## src/rtl/spi_reg_ctrl.sv

```systemverilog
// spi_reg_ctrl: turns SPI words from spi_slave into register-bank bursts.
// The first word of each chip-select frame is a command: bit WIDTH-1 selects
// read (1) or write (0), and the low ADDR_WIDTH bits give the start address.
// Write bursts strobe reg_we once per data word. Read bursts fetch a register,
// load it into the slave tx path, then prefetch the next register when the
// host clocks out the following dummy word.
module spi_reg_ctrl #(
  parameter int WIDTH      = 8,
  parameter int ADDR_WIDTH = 7
) (
  input  logic                  clk,
  input  logic                  rst,
  input  logic                  ss,
  input  logic [WIDTH-1:0]      rx_data,
  input  logic                  rx_dv,
  output logic [WIDTH-1:0]      tx_data,
  output logic                  tx_wr,
  input  logic                  tx_halt,
  output logic [ADDR_WIDTH-1:0] reg_addr,
  output logic [WIDTH-1:0]      reg_wdata,
  output logic                  reg_we,
  output logic                  reg_re,
  input  logic [WIDTH-1:0]      reg_rdata,
  output logic                  busy,
  output logic                  ovr_err
);

  typedef enum logic [2:0] {
    IDLE    = 3'd0,
    CMD     = 3'd1,
    WDATA   = 3'd2,
    RD_REQ  = 3'd3,
    RD_LOAD = 3'd4,
    RD_WAIT = 3'd5
  } state_t;

  localparam logic [ADDR_WIDTH-1:0] ADDR_ONE = 1;

  state_t                  state_q, state_d;
  logic [ADDR_WIDTH-1:0]   addr_q, addr_d;
  logic [WIDTH-1:0]        tx_data_q, tx_data_d;
  logic                    tx_wr_q, tx_wr_d;
  logic                    ss_meta_q, ss_s_q;

  // Two-flop synchroniser for the raw chip select; resets to deselected.
  always_ff @(posedge clk or negedge rst) begin
    if (!rst) begin
      ss_meta_q <= 1'b1;
      ss_s_q    <= 1'b1;
    end else begin
      ss_meta_q <= ss;
      ss_s_q    <= ss_meta_q;
    end
  end

  // State, address counter and registered tx load.
  always_ff @(posedge clk or negedge rst) begin
    if (!rst) begin
      state_q   <= IDLE;
      addr_q    <= '0;
      tx_data_q <= '0;
      tx_wr_q   <= 1'b0;
    end else begin
      state_q   <= state_d;
      addr_q    <= addr_d;
      tx_data_q <= tx_data_d;
      tx_wr_q   <= tx_wr_d;
    end
  end

  // Next-state logic and bus strobes; a deselected frame overrides everything,
  // so no strobe can fire in the cycle the frame is torn down.
  always_comb begin
    state_d   = state_q;
    addr_d    = addr_q;
    tx_data_d = tx_data_q;
    tx_wr_d   = 1'b0;
    reg_we    = 1'b0;
    reg_re    = 1'b0;
    reg_wdata = '0;
    ovr_err   = 1'b0;
    if (ss_s_q) begin
      state_d = IDLE;
    end else begin
      case (state_q)
        IDLE: state_d = CMD;
        CMD: begin
          if (rx_dv) begin
            addr_d  = rx_data[ADDR_WIDTH-1:0];
            state_d = rx_data[WIDTH-1] ? RD_REQ : WDATA;
          end
        end
        WDATA: begin
          if (rx_dv) begin
            reg_we    = 1'b1;
            reg_wdata = rx_data;
            addr_d    = addr_q + ADDR_ONE;
          end
        end
        RD_REQ: begin
          // A word arriving before the fetched data reached the tx path is dropped.
          ovr_err = rx_dv;
          reg_re  = 1'b1;
          state_d = RD_LOAD;
        end
        RD_LOAD: begin
          ovr_err = rx_dv;
          // reg_addr is held here, so reg_rdata stays valid while tx is busy.
          if (!tx_halt) begin
            tx_data_d = reg_rdata;
            tx_wr_d   = 1'b1;
            addr_d    = addr_q + ADDR_ONE;
            state_d   = RD_WAIT;
          end
        end
        RD_WAIT: begin
          if (rx_dv) begin
            state_d = RD_REQ;
          end
        end
        default: state_d = IDLE;
      endcase
    end
  end

  assign reg_addr = addr_q;
  assign tx_data  = tx_data_q;
  assign tx_wr    = tx_wr_q;
  assign busy     = (state_q != IDLE);

endmodule

```

## config.mk

```make
export PLATFORM = sky130hd
export DESIGN_NAME = spi_reg_ctrl
export DESIGN_NICKNAME = d
export VERILOG_FILES = /design/src/rtl/spi_reg_ctrl.sv
export SDC_FILE = /design/constraint.sdc
export NUM_CORES = 1
export LEC_CHECK = 0
export CAP_MARGIN = 40
export CORE_MARGIN = 10
export CORE_UTILIZATION = 46
export DETAILED_ROUTE_END_ITERATION = 12
export PLACE_DENSITY = 0.88
export SLEW_MARGIN = 5
export SYNTH_ARGS = -nofsm -noshare
export SYNTH_HDL_FRONTEND = slang
export SYNTH_SLANG_ARGS = --single-unit
```

## constraint.sdc

```tcl
create_clock -name clk -period 2.8 [get_ports clk]
set_input_delay 0.56 -clock clk [delete_from_list [all_inputs] [get_ports clk]]
set_output_delay 0.56 -clock clk [all_outputs]
set_load 0.005 [all_outputs]
```

==> results by group <==
Status
  – Status: complete, no violations

Critical path
  – Type of origin of the critical path: register
  – Critical path class: reg2out
  – RR Startpoint: state_q[2]
  – Worst Reg-to-Reg Cells: 3
  – Crit path arrival time: 2060 ps
  – Crit end category: primary output
  – Required time worst endpoint: 2240 ps
  – Reg2reg setup slack: 770 ps
  – Crit Reg-Reg Endpoint: tx_data[1]
  – Crit-path max FO: 18

Timing
  – RSZ-0062 raised after global routing: no
  – Fin Setup TNS: 0 ps
  – F_max: 0.382 GHz
  – Worst Skew: 6.88 ps
  – Max-slew violation count: 0
  – Final period util: 93.4%
  – Fin crit period: 2620 ps
  – Least-Margin Pin Slew: 523 ps
  – Relative slew slack: 65.1%
  – Fin worst setup slack: 185 ps
  – Final setup vio count: 0
  – Final Hold Viols: 0

Finish
  – # nets final: 179
  – ANT cells: 0
  – Area Growth Syn to Fin: 43.5%
  – Share of cells above drive strength 1: 21.8%
  – Final core occ: 70.2%

Logic synthesis
  – Largest area contributor in the netlist: dfrtp_1
  – Average size of a mapped cell: 11.7 µm²
  – Asr flop ratio synth: 100%
  – Post-synth EDFFs: 0
  – Synth Area in Adders: 1.02%
  – Post-Synth Simple-Gate Area: 20.3%
  – Synth Area in Compound Gates: 16.8%
  – Synth Net Count: 127
  – Post-Syn Area: 0.00122 mm²
  – Yosys warning total: 0
  – Main synth FF type: dfrtp_1
  – Dominant cells by area after synthesis: dfrtp_1, mux2_4, dfstp_2
  – Cells after Synth: 105
  – Largest family of logic cells by synthesized area: simple AND/OR/NAND/NOR gates
  – Synthesis-stage register bit count: 21
  – Synth top area share: 38.9%
  – Netlist cell types: 38
  – Synth Area in XOR/XNOR: 1.33%
  – Fraction of synthesized area in multiplexers: 13.1%
  – Seq/Total Area, Yosys: 43.1%

Power and ir drop
  – Logic gate share of total power: 36.0%
  – Switching part of the total: 31.6%
  – Peak VDD IR: 0.000462 V
  – Pwr dens: 525 mW/mm²
  – Pint: 630 µW
  – Clk pwr share: 16.2%
  – Design Power: 922 µW
  – Net Sw Power: 292 µW
  – Flop pwr share: 47.8%
  – Leak: 0.000713 µW

Global routing
  – GRT Residual Overflow: 0
  – Largest net degree at the start of global routing: 22
  – First-pass GRT wire length: 5290 µm
  – Vias in the first global route: 1081
  – Total track usage: 12.4%
  – Initial antenna violation count: 0

Floorplanning
  – # rows: 18
  – Die Y: 71.6 µm
  – IO Count: 49
  – Die area: 0.00512 mm²
  – Die Span X: 71.6 µm
  – Starting Density: 48.9%
  – Core area: 0.00250 mm²

Drt
  – Post-route ant nets: 0
  – Drt first pass iters: 4
  – Via density per instance: 5.48
  – DR iter-0 viols: 37
  – Post-Route WL: 3170 µm
  – Vias: 1020
  – DRC: 0
  – WL per Instance: 17.1 µm

Place
  – Hpwl dp: 2520 µm
  – Number of port buffers: 48
  – GP Congestion: 0.759
  – Place WS: 200 ps

Clock tree
  – Clock Sinks: 21
  – CTS Root Cell: clkbuf_4
  – Clk_lat worst skew: 320 ps
  – Post-CTS setup buffers: 0
  – CTS tree: done
  – Clock buffer depth: 2
  – CTS Buf Count: 3
  – CTS Hold Bufs: 0
  – Clk slew on worst S/H paths: 120 ps
  – H-tree depth: 1

Min path
  – Worst min-delay path class: reg2reg
  – Hold path startpoint: ss_meta_q
  – Hold Path Sink: ss_s_q
  – Worst hold stages: 0

Job
  – Max_cap viols: 0
## stage by stage
stage,cell area [µm²],hold slack [ps],std cells
finish,1760,366,186
global route,1760,378,186
CTS,1750,367,186
detailed placement,1730,350,182
global placement,1730,346,182
floorplan,1220,264,105
## power by group through the flow
stage	registers (µW)	logic [µW]	clock network [µW]
CTS	439	339	153
global placement	438	325	0
floorplan	427	161	0
global route	449	362	170
detailed placement	444	338	0
finish	441	332	149
## per-layer routing
metal | vias to the layer above | track usage [%] | routed length, µm
li1 | 485 | - | -
met1 | 493 | 13.4 | 1300
met2 | 39 | 20.8 | 1490
met3 | 3 | 6.06 | 355
met4 | 0 | 3.66 | 35
met5 | - | 0 | 0
## logic make-up after synthesis
family | count (synthesis)
flops | 21
xor+xnor | 1
fa+ha+maj | 1
compound gates | 22
mux | 12
buf+inv | 7
simple gates | 41
## cell usage after synthesis, drive strengths merged (2+ instances only)
| cell type | instances |
|---|---|
| a21boi | 2 |
| a21oi | 8 |
| a2bb2oi | 3 |
| and2 | 8 |
| and3 | 2 |
| buf | 4 |
| dfrtp | 19 |
| dfstp | 2 |
| inv | 2 |
| mux2 | 8 |
| mux2i | 4 |
| nand2 | 7 |
| nand3 | 3 |
| nand4bb | 3 |
| nor2 | 5 |
| nor3 | 2 |
| o21ai | 2 |
| o22ai | 2 |
| or2 | 2 |
| or3 | 3 |
## cell usage in the layout, fill, tap and decap left out, drive strengths merged, types with 2 or more instances in the layout
| cell | synthesis | routed |
|---|---|---|
| nand3 | 3 | 3 |
| o22ai | 2 | 2 |
| nand2 | 7 | 7 |
| dfstp | 2 | 2 |
| nor3 | 2 | 2 |
| mux2i | 4 | 4 |
| mux2 | 8 | 8 |
| a21boi | 2 | 2 |
| and2 | 8 | 8 |
| clkbuf | 1 | 3 |
| a2bb2oi | 3 | 3 |
| nand4bb | 3 | 3 |
| nor2 | 5 | 5 |
| inv | 2 | 2 |
| clkdlybuf4s50 | 0 | 48 |
| and3 | 2 | 2 |
| or2 | 2 | 2 |
| o21ai | 2 | 2 |
| a21oi | 8 | 8 |
| buf | 4 | 4 |
| dfrtp | 19 | 19 |
| or3 | 3 | 3 |
## how the worst max path moves through the flow
stage	slack [ps]	startpoint	endpoint
after floorplan	1060	tx_halt	tx_data[0]
after global placement	230	rx_dv	reg_wdata[1]
after detailed placement	200	rx_dv	reg_wdata[4]
after CTS	90	state_q[0]	reg_wdata[4]
after global routing	30	state_q[2]	reg_wdata[4]
final	180	state_q[0]	reg_wdata[4]
## sequential cells by signal, indices dropped and copies added (netlist names)
name / count
tx_data: 8
reg_addr: 7
state_q: 3
ss_meta_q: 1
ss_s_q: 1
tx_wr: 1
## area by class of cell
cell class / instances / area [µm²]
clock buffer: 3 / 22.5
clock inverter: 1 / 5.00
fill: 211 / 744
inverter: 2 / 7.51
multi-input combinational: 77 / 643
sequential: 21 / 529
tap: 30 / 37.5
timing repair buffer: 52 / 510
## critical path, cell delays in order (launching register included)
cell             delay [ps]
dfrtp_2                 540
nor2_1                  150
nand2_1                  90
nor2_1                  150
buf_4                   160
and2_1                  130
clkdlybuf4s50_1         500
## timing repair
action,CTS,global route
setup endpoints to repair,0,7
resized for setup,0,1
endpoints found under the hold margin,0,0
Power figures use the tool's default switching activity.
